### config.mk
export PLATFORM = sky130hd
export DESIGN_NAME = mpmc10_resp_line_asm
export DESIGN_NICKNAME = d
export VERILOG_FILES = /design/src/rtl/mpmc10_pkg.sv /design/src/rtl/mpmc10_resp_line_buf.sv /design/src/rtl/mpmc10_resp_line_asm.sv
export SDC_FILE = /design/constraint.sdc
export NUM_CORES = 1
export LEC_CHECK = 0
export ABC_AREA = 1
export CAP_MARGIN = 20
export CORE_AREA = 8 8 253 255
export DETAILED_ROUTE_END_ITERATION = 16
export DIE_AREA = 0 0 261 263
export PLACE_DENSITY = 0.62
export SLEW_MARGIN = 10
export SYNTH_ARGS = -nofsm -noshare
export SYNTH_HDL_FRONTEND = slang
export SYNTH_SLANG_ARGS = --single-unit
### constraint.sdc
create_clock -name clk -period 52.4 [get_ports clk]
set_input_delay 15.72 -clock clk [delete_from_list [all_inputs] [get_ports clk]]
set_output_delay 15.72 -clock clk [all_outputs]
set_load 0.01 [all_outputs]
### src/rtl/mpmc10_pkg.sv
// Shared types and constants for the mpmc10 memory controller read-response path.
package mpmc10_pkg;

   typedef enum logic [3:0] {
      IDLE         = 4'd0,
      PRESET1      = 4'd1,
      PRESET2      = 4'd2,
      WRITE_DATA0  = 4'd3,
      WRITE_DATA1  = 4'd4,
      WRITE_DATA2  = 4'd5,
      WRITE_DATA3  = 4'd6,
      READ_DATA0   = 4'd7,
      READ_DATA1   = 4'd8,
      READ_DATA2   = 4'd9,
      WAIT_NACK    = 4'd10,
      WRITE_TRAMP  = 4'd11,
      WRITE_TRAMP1 = 4'd12
   } mpmc10_state_t;

   typedef enum logic [1:0] {
      S_IDLE = 2'd0,
      S_FILL = 2'd1,
      S_HOLD = 2'd2
   } mpmc10_asm_state_t;

   localparam int MPMC10_STRIP_WIDTH = 128;

   // Index of the last strip actually captured: bursts longer than the buffer are truncated.
   function automatic logic [5:0] clamp_last(input logic [5:0] num_strips, input int max_strips);
      if (num_strips >= 6'(max_strips))
         return 6'(max_strips - 1);
      return num_strips;
   endfunction

endpackage

### src/rtl/mpmc10_resp_line_buf.sv
// Line buffer: MAX_STRIPS strip registers written one slot at a time, read out as one flat line.
module mpmc10_resp_line_buf #(
   parameter int STRIP_WIDTH = 128,
   parameter int MAX_STRIPS  = 4,
   parameter int IDX_W       = $clog2(MAX_STRIPS)
) (
   input  logic                              clk,
   input  logic                              rst,
   input  logic                              we,
   input  logic [IDX_W-1:0]                  idx,
   input  logic [STRIP_WIDTH-1:0]            wdata,
   output logic [STRIP_WIDTH*MAX_STRIPS-1:0] line
);

   logic [STRIP_WIDTH-1:0] mem [MAX_STRIPS];

   always_ff @(posedge clk or posedge rst) begin
      if (rst) begin
         for (int i = 0; i < MAX_STRIPS; i++)
            mem[i] <= '0;
      end else if (we) begin
         mem[idx] <= wdata;
      end
   end

   // Slot 0 lands in the least significant strip of the line.
   always_comb begin
      line = '0;
      for (int i = 0; i < MAX_STRIPS; i++)
         line[i*STRIP_WIDTH +: STRIP_WIDTH] = mem[i];
   end

endmodule

### src/rtl/mpmc10_resp_line_asm.sv
// Assembles read strips into a cache line and presents it with a valid/ready handshake.
// Optional watchdog enabled by defining MPMC10_RESP_TIMEOUT_EN.
module mpmc10_resp_line_asm
   import mpmc10_pkg::*;
#(
   parameter int STRIP_WIDTH = MPMC10_STRIP_WIDTH,
   parameter int MAX_STRIPS  = 4,
   parameter int TIMEOUT     = 1023
) (
   input  logic                              clk,
   input  logic                              rst,
   input  mpmc10_state_t                     state,
   input  logic                              rd_data_valid,
   input  logic [STRIP_WIDTH-1:0]            rd_data,
   input  logic [5:0]                        strip_cnt,
   input  logic [5:0]                        num_strips,
   output logic [STRIP_WIDTH*MAX_STRIPS-1:0] line_o,
   output logic                              line_valid,
   input  logic                              line_ready,
   output logic                              overrun,
   output logic                              oversize,
   output logic                              timeout,
   output mpmc10_asm_state_t                 asm_state
);

   localparam int IDX_W = $clog2(MAX_STRIPS);

   if (MAX_STRIPS < 2 || MAX_STRIPS > 32 || (MAX_STRIPS & (MAX_STRIPS - 1)) != 0 ||
       TIMEOUT < 1 || TIMEOUT > 1023) begin : g_bad_cfg
      $error("mpmc10_resp_line_asm: MAX_STRIPS must be a power of two in 2..32, TIMEOUT in 1..1023");
   end

   mpmc10_asm_state_t cur, nxt;
   logic [5:0] last;
   logic       start, strip_in, strip_last, wr_en, to_hit;

   assign start      = (cur == S_IDLE) && (state == READ_DATA0);
   assign strip_in   = (cur == S_FILL) && rd_data_valid;
   assign strip_last = strip_in && (strip_cnt == last);
   assign wr_en      = strip_in && (strip_cnt <= last);

`ifdef MPMC10_RESP_TIMEOUT_EN
   logic [9:0] wd;

   always_ff @(posedge clk or posedge rst) begin
      if (rst)
         wd <= '0;
      else if (start || strip_in)
         wd <= '0;
      else if (cur == S_FILL && wd != 10'h3FF)
         wd <= wd + 10'd1;
   end

   // Fires on the idle edge that brings the count up to TIMEOUT.
   assign to_hit = (cur == S_FILL) && !rd_data_valid && (wd == 10'(TIMEOUT - 1));

   always_ff @(posedge clk or posedge rst) begin
      if (rst)
         timeout <= 1'b0;
      else if (to_hit)
         timeout <= 1'b1;
   end
`else
   assign to_hit  = 1'b0;
   assign timeout = 1'b0;
`endif

   always_ff @(posedge clk or posedge rst) begin
      if (rst)
         cur <= S_IDLE;
      else
         cur <= nxt;
   end

   // A completing strip wins over a simultaneous abort: the line is whole.
   always_comb begin
      nxt = cur;
      case (cur)
         S_IDLE:  if (state == READ_DATA0) nxt = S_FILL;
         S_FILL:  if (strip_last || to_hit) nxt = S_HOLD;
                  else if (state == IDLE)   nxt = S_IDLE;
         S_HOLD:  if (line_ready) nxt = S_IDLE;
         default: nxt = S_IDLE;
      endcase
   end

   // Handshake: line_valid is high exactly in S_HOLD, line_o is frozen while it is high, and the
   // line is consumed on a cycle with line_valid && line_ready; line_ready is ignored otherwise.
   always_comb begin
      line_valid = (cur == S_HOLD);
      asm_state  = cur;
   end

   always_ff @(posedge clk or posedge rst) begin
      if (rst) begin
         last     <= '0;
         overrun  <= 1'b0;
         oversize <= 1'b0;
      end else begin
         if (start) begin
            last <= clamp_last(num_strips, MAX_STRIPS);
            if (num_strips >= 6'(MAX_STRIPS))
               oversize <= 1'b1;
         end
         if (rd_data_valid && cur != S_FILL)
            overrun <= 1'b1;
      end
   end

   mpmc10_resp_line_buf #(
      .STRIP_WIDTH(STRIP_WIDTH),
      .MAX_STRIPS (MAX_STRIPS),
      .IDX_W      (IDX_W)
   ) u_buf (
      .clk  (clk),
      .rst  (rst),
      .we   (wr_en),
      .idx  (strip_cnt[IDX_W-1:0]),
      .wdata(rd_data),
      .line (line_o)
   );

endmodule

=== Word-level counts from Yosys, hierarchy flattened ===
Cells that the tools add are included.
W data, S select, Z words.

* Equality and inequality tests: 8
* Reduce and logical (&&, ||, !) cells: 10
* Bitwise gates (word level): 1
* Magnitude comparators: 4
* Mux-type cells: 12

{| class="wikitable"
|+ Operators by type and width
! kind !! number
|-
| $bwmux W512 || 1
|-
| $demux W128 S2 || 1
|-
| $mux W128 || 1
|-
| $mux W6 || 2
|-
| $mux W2 || 4
|-
| $eq A6 B6 Y1 || 1
|-
| $ge A6 B3 Y1 const B || 1
|-
| $le A6 B6 Y1 || 1
|-
| $logic_and A1 B1 Y1 || 6
|-
| $ne A2 B1 Y1 const B || 3
|-
| $pmux W2 S3 || 1
|-
| $eq A4 B3 Y1 const B || 1
|-
| $logic_not A4 Y1 || 1
|-
| $ge A3 B3 Y1 const B || 1
|-
| $lt A3 B1 Y1 const B || 1
|-
| $ne A3 B2 Y1 const B || 1
|-
| $not A2 Y3 || 1
|-
| $reduce_and A3 Y1 || 1
|-
| $eq A2 B1 Y1 const B || 1
|-
| $eq A2 B2 Y1 const B || 1
|-
| $logic_not A2 Y1 || 1
|-
| $mux W1 || 2
|-
| $reduce_and A2 Y1 || 1
|}

* Logic and storage cells: 43
* Flip-flop bits (word level): 522
* Output and inout bits: 518

=== Depth between registers and ports, before layout ===
* Depth in word-level cells: 6
* Mapped depth: 14
* Depth with buffers taken out: 11

=== Hierarchy ===
From an unflattened synthesis, not the netlist that was laid out.

* Cell total of the unflattened synthesis: 2358
* Area total of the unflattened synthesis: 21581.9 µm²

{| class="wikitable"
|+ By module, submodules not included
! module !! times used !! cells each !! area each (µm²)
|-
| mpmc10_resp_line_buf || 1 || 2269 || 20946.3
|-
| mpmc10_resp_line_asm || 1 || 89 || 635.6
|}

=== Worst setup path before layout ===
No wires, ideal clock.

* Kind: input port to flip-flop
* From: input port strip_cnt[3]
* To: register u_buf.mem (netlist bit u_buf.line[199])
* Arrival: 16995 ps
* Buffers on the path: 3
* Setup slack: 35288 ps
* Stages on the path: 11
* Cells stage by stage: ha_1 nand2_1 nor2_1 nand3b_4 nand2_2 buf_6 nand2_1 buf_2 buf_6 nand2_1 nand2_1

* Longest elaborated chain between the ends: 2

{| class="wikitable"
|+ RTL lines
! item !! line !! text
|-
| start: declaration || mpmc10_resp_line_asm.sv:15 || <nowiki>input logic [5:0] strip_cnt,</nowiki>
|-
| $le A6 B6 Y1 || mpmc10_resp_line_asm.sv:40 || <nowiki>assign wr_en = strip_in && (strip_cnt <= last);</nowiki>
|-
| $logic_and A1 B1 Y1 || mpmc10_resp_line_asm.sv:40 ||
|-
| end signal: indexed assignment || mpmc10_resp_line_buf.sv:22 || <nowiki>mem[idx] <= wdata;</nowiki>
|-
| end: declaration || mpmc10_resp_line_buf.sv:15 || <nowiki>logic [STRIP_WIDTH-1:0] mem [MAX_STRIPS];</nowiki>
|}

Every way passes these cells.
A chain may end at the register's enable or synchronous reset.

=== Final worst setup path ===
* From: input port strip_cnt[0]
* To: register u_buf.mem (netlist bit u_buf.line[239])

* Longest elaborated chain between the ends: 6
* Elaborated cells on any way between the ends: 9
* Classes of those cells: 3 x order compare; 3 x mux; 1 x bitwise; 2 x reduce/logical

{| class="wikitable"
|+ RTL lines
! item !! line
|-
| $not A2 Y3 (implied by the code) || mpmc10_resp_line_buf.sv:22
|-
| $ge A3 B3 Y1 (implied by the code) or $lt A3 B1 Y1 (tied branches) || mpmc10_resp_line_buf.sv:22
|-
| $logic_and A1 B1 Y1 (implied by the code) || mpmc10_resp_line_buf.sv:22
|-
| $mux W128 (implied by the code) || mpmc10_resp_line_buf.sv:22
|-
| $demux W128 S2 || mpmc10_resp_line_buf.sv:22
|-
| $bwmux W512 || mpmc10_resp_line_buf.sv:22
|}

Parallel ways exist; a longest one is shown, timed or not.

==> impl_metrics.sql <==
INSERT INTO impl_metrics (metric_group, metric, value, unit) VALUES
('critical_path', 'cp-startpoint', 'strip_cnt[0]', ''),
('outcome', 'status', 'finished, final reports clean', ''),
('die', 'die_w', '261', 'um'),
('power_and_ir_drop', 'p_switching', '545.6', 'uW'),
('timing', 'final_hold_viol_count', '0', ''),
('cells_and_area', 'area_used_by_multi_input_combinational_logic', '6779', 'um2'),
('yosys', 'post_synth_inst_count', '2305', ''),
('worst_hold_path', 'worstHoldPathCells', '1', ''),
('cts', 'clock_insertion_delay_worst_skew', '0.60', 'ns'),
('critical_path', 'start_kind', 'input port', ''),
('timing', 'layout_worst_path_cycle_share', '0.3801', ''),
('placed_design', 'placement.io_buffers', '664', ''),
('cts', 'ctsRootBufferMaster', 'clkbuf_16', ''),
('power_and_ir_drop', 'worst_ir_drop_vdd', '0.02748', 'mV'),
('cts', 'cts-buffers-inserted', '56', ''),
('critical_path', 'timing.reg2reg.setup_slack', '47.91', 'ns'),
('yosys', 'ffs_latches_synth', '522', ''),
('cts', 'htree_num_levels', '2', ''),
('power_and_ir_drop', 'intPower', '1089', 'uW'),
('cts', 'clk_transition_reported_paths', '0.06', 'ns'),
('yosys', 'yosys.cell_types.count', '19', ''),
('yosys', 'dominantRegCellSynth', 'dfrtp_1', ''),
('route', 'ant_nets', '0', ''),
('power_and_ir_drop', 'share_seq_of_total_power', '0.394', ''),
('cells_and_area', 'postLayoutCellArea', '29550', 'um2'),
('critical_path', 'reg2regPathDepth', '12', ''),
('yosys', 'synth_nets', '2459', ''),
('critical_path', 'cp_cell_sequence', 'clkdlybuf4s50_1 -> inv_1 -> ha_1 -> nand2_1 -> nor2_1 -> nand3b_4 -> nand2_8 -> buf_12 -> nand2_4 -> buf_4 -> nand2_1 -> nand2_1', ''),
('cells_and_area', 'stdcell_count', '3708', ''),
('placed_design', 'dpl_worst_slack', '31.89', 'ns'),
('power_and_ir_drop', 'pwr_density_cell', '55.31', 'nW/um2'),
('global_route', 'grt_usage', '0.2296', ''),
('critical_path', 'worst-endpoint-required', '52.88', 'ns'),
('timing', 'worst-slew-pin-transition', '1.261', 'ns'),
('power_and_ir_drop', 'pwr-share-comb', '0.366', ''),
('die', 'fp.dieArea', '68640', 'um2'),
('cts', 'postCtsResizedCells', '0', ''),
('yosys', 'synth_top_cell_by_area', 'dfrtp_1', ''),
('yosys', 'synth_edf_count', '0', ''),
('power_and_ir_drop', 'clockPowerShare', '0.240', ''),
('timing', 'finalWorstSetupSlack', '32.48', 'ns'),
('global_route', 'number_of_global_route_vias_before_repair', '18810', ''),
('cts', 'cts.sinks', '522', ''),
('timing', 'finalSetupViolations', '0', ''),
('cts', 'cts-hold-fix-buffers', '0', ''),
('critical_path', 'worst_r2r_endpoint', 'u_buf.line[239]$_DFFE_PP0P_', ''),
('cells_and_area', 'layout.cells.most_common_list', 'nand2_1 (1044), clkdlybuf4s50_1 (664), dfrtp_1 (522)', ''),
('cells_and_area', 'seqCellArea', '13060', 'um2'),
('route', 'avgViaCountPerCell', '5.006', ''),
('yosys', 'ys_seq_area_frac', '0.6272', ''),
('placed_design', 'dpl.cell_count', '3602', ''),
('yosys', 'avg_cell_area_syn', '9.036', 'um2'),
('cts', 'cts_buffer_depth', '3', ''),
('power_and_ir_drop', 'leakage', '0.01481', 'uW'),
('route', 'detail_route.iter0.violations', '1498', ''),
('timing', 'tns', '0', 'ns'),
('route', 'routedWlPerCell', '22.01', 'um'),
('placed_design', 'post_dp_cell_area', '27730', 'um2'),
('timing', 'final_max_slew_viol_count', '0', ''),
('route', 'route.vias.total', '18560', ''),
('cells_and_area', 'fillCellCount', '5589', ''),
('cells_and_area', 'fraction_of_final_layout_cells_with_drive_strength_greater_than_1', '0.04011', ''),
('die', 'rows', '90', ''),
('power_and_ir_drop', 'swShare', '0.3338', ''),
('critical_path', 'worst_path_largest_cell_delay', '0.79', 'ns'),
('cells_and_area', 'mostFrequentLayoutCell', 'nand2_1', ''),
('placed_design', 'globalplace.congestion', '0.8382', ''),
('timing', 'period_needed', '19.92', 'ns'),
('cells_and_area', 'area_delta_synth_final', '41.87', '%'),
('critical_path', 'timing.critical_path.to', 'u_buf.line[239]$_DFFE_PP0P_', ''),
('die', 'design.core.area', '59910', 'um2');
==> cells by family (layout without fill, tap and decap cells) <==
family                   after synthesis  in the layout  share of synthesized area
flip-flops                           522            522                     0.6272
AO/OA/AOI/OAI                          7              7                   0.002042
adder cells (fa/ha/maj)                6              6                   0.003604
AND/OR/NAND/NOR                     1578           1578                     0.3165
buffers and inverters                191            803                    0.05052
other                                  1             10                  0.0001801
==> power groups by stage <==
| stage | clock (uW) | sequential (uW) | combinational [uW] |
|---|---|---|---|
| finish | 392 | 645 | 598 |
| global route | 417 | 661 | 643 |
| CTS | 402 | 645 | 608 |
| detailed placement | 0 | 648 | 606 |
| global placement | 0 | 643 | 600 |
| floorplan | 0 | 703 | 134 |
==> critical path: cells and delay by family <==
family / cells / cell delay (ns)
buf+inv: 4 / 2.14
simple gates: 7 / 1.77
fa+ha+maj: 1 / 0.30
==> metal layers <==
| layer | routed length [um] | vias up | GRT usage | part of all wire |
|---|---|---|---|---|
| met5 | 27 | - | 0 | 0.00033 |
| met1 | 31770 | 9140 | 0.2783 | 0.39 |
| met3 | 7595 | 148 | 0.07299 | 0.093 |
| met4 | 3127 | 4 | 0.08765 | 0.038 |
| li1 | - | 8527 | - | - |
| met2 | 39090 | 743 | 0.3786 | 0.48 |
==> synth_stat cells (2+ instances only) <==
cell	number
nand2_1	1048
dfrtp_1	522
nand3_1	516
clkbuf_1	76
buf_2	37
buf_6	26
buf_4	25
inv_1	21
nor2_1	10
buf_1	6
ha_1	6
o21ai_0	4
a21o_1	2
==> sequential cells by signal, indices dropped and copies added, names as in the netlist <==
| name | flops |
|---|---|
| u_buf.line | 512 |
| last | 6 |
| asm_state | 2 |
| overrun | 1 |
| oversize | 1 |
==> per-stage QoR <==
step | hold slack, ns | power [uW]
final | 0.4584 | 1634
after floorplan | 0.4361 | 837.1
after global routing | 0.4757 | 1721
after detailed placement | 0.4476 | 1254
after global placement | 0.4414 | 1243
after CTS | 0.4625 | 1655
==> how the worst min path moves through the flow <==
| stage | startpoint | end | slack (ns) |
|---|---|---|---|
| 6_report | overrun$_DFFE_PP0P_ | overrun$_DFFE_PP0P_ | 0.46 |
| 5_1_grt | overrun$_DFFE_PP0P_ | overrun$_DFFE_PP0P_ | 0.48 |
| 4_1_cts | overrun$_DFFE_PP0P_ | overrun$_DFFE_PP0P_ | 0.46 |
| 3_5_place_dp | overrun$_DFFE_PP0P_ | overrun$_DFFE_PP0P_ | 0.45 |
| 3_3_place_gp | overrun$_DFFE_PP0P_ | overrun$_DFFE_PP0P_ | 0.44 |
| 2_1_floorplan | last[2]$_DFFE_PP0P_ | last[2]$_DFFE_PP0P_ | 0.44 |
==> area by class of cell <==
type | count | area share
well taps | 782 | 0.03311
multi-input cells | 1592 | 0.2294
clock buffers | 84 | 0.05678
flip-flops and latches | 522 | 0.4421
clock inverters | 13 | 0.004150
inverters | 21 | 0.003006
diodes | 9 | 0.0007622
repair buffers | 685 | 0.2307
(Power assumes the default switching activity.)
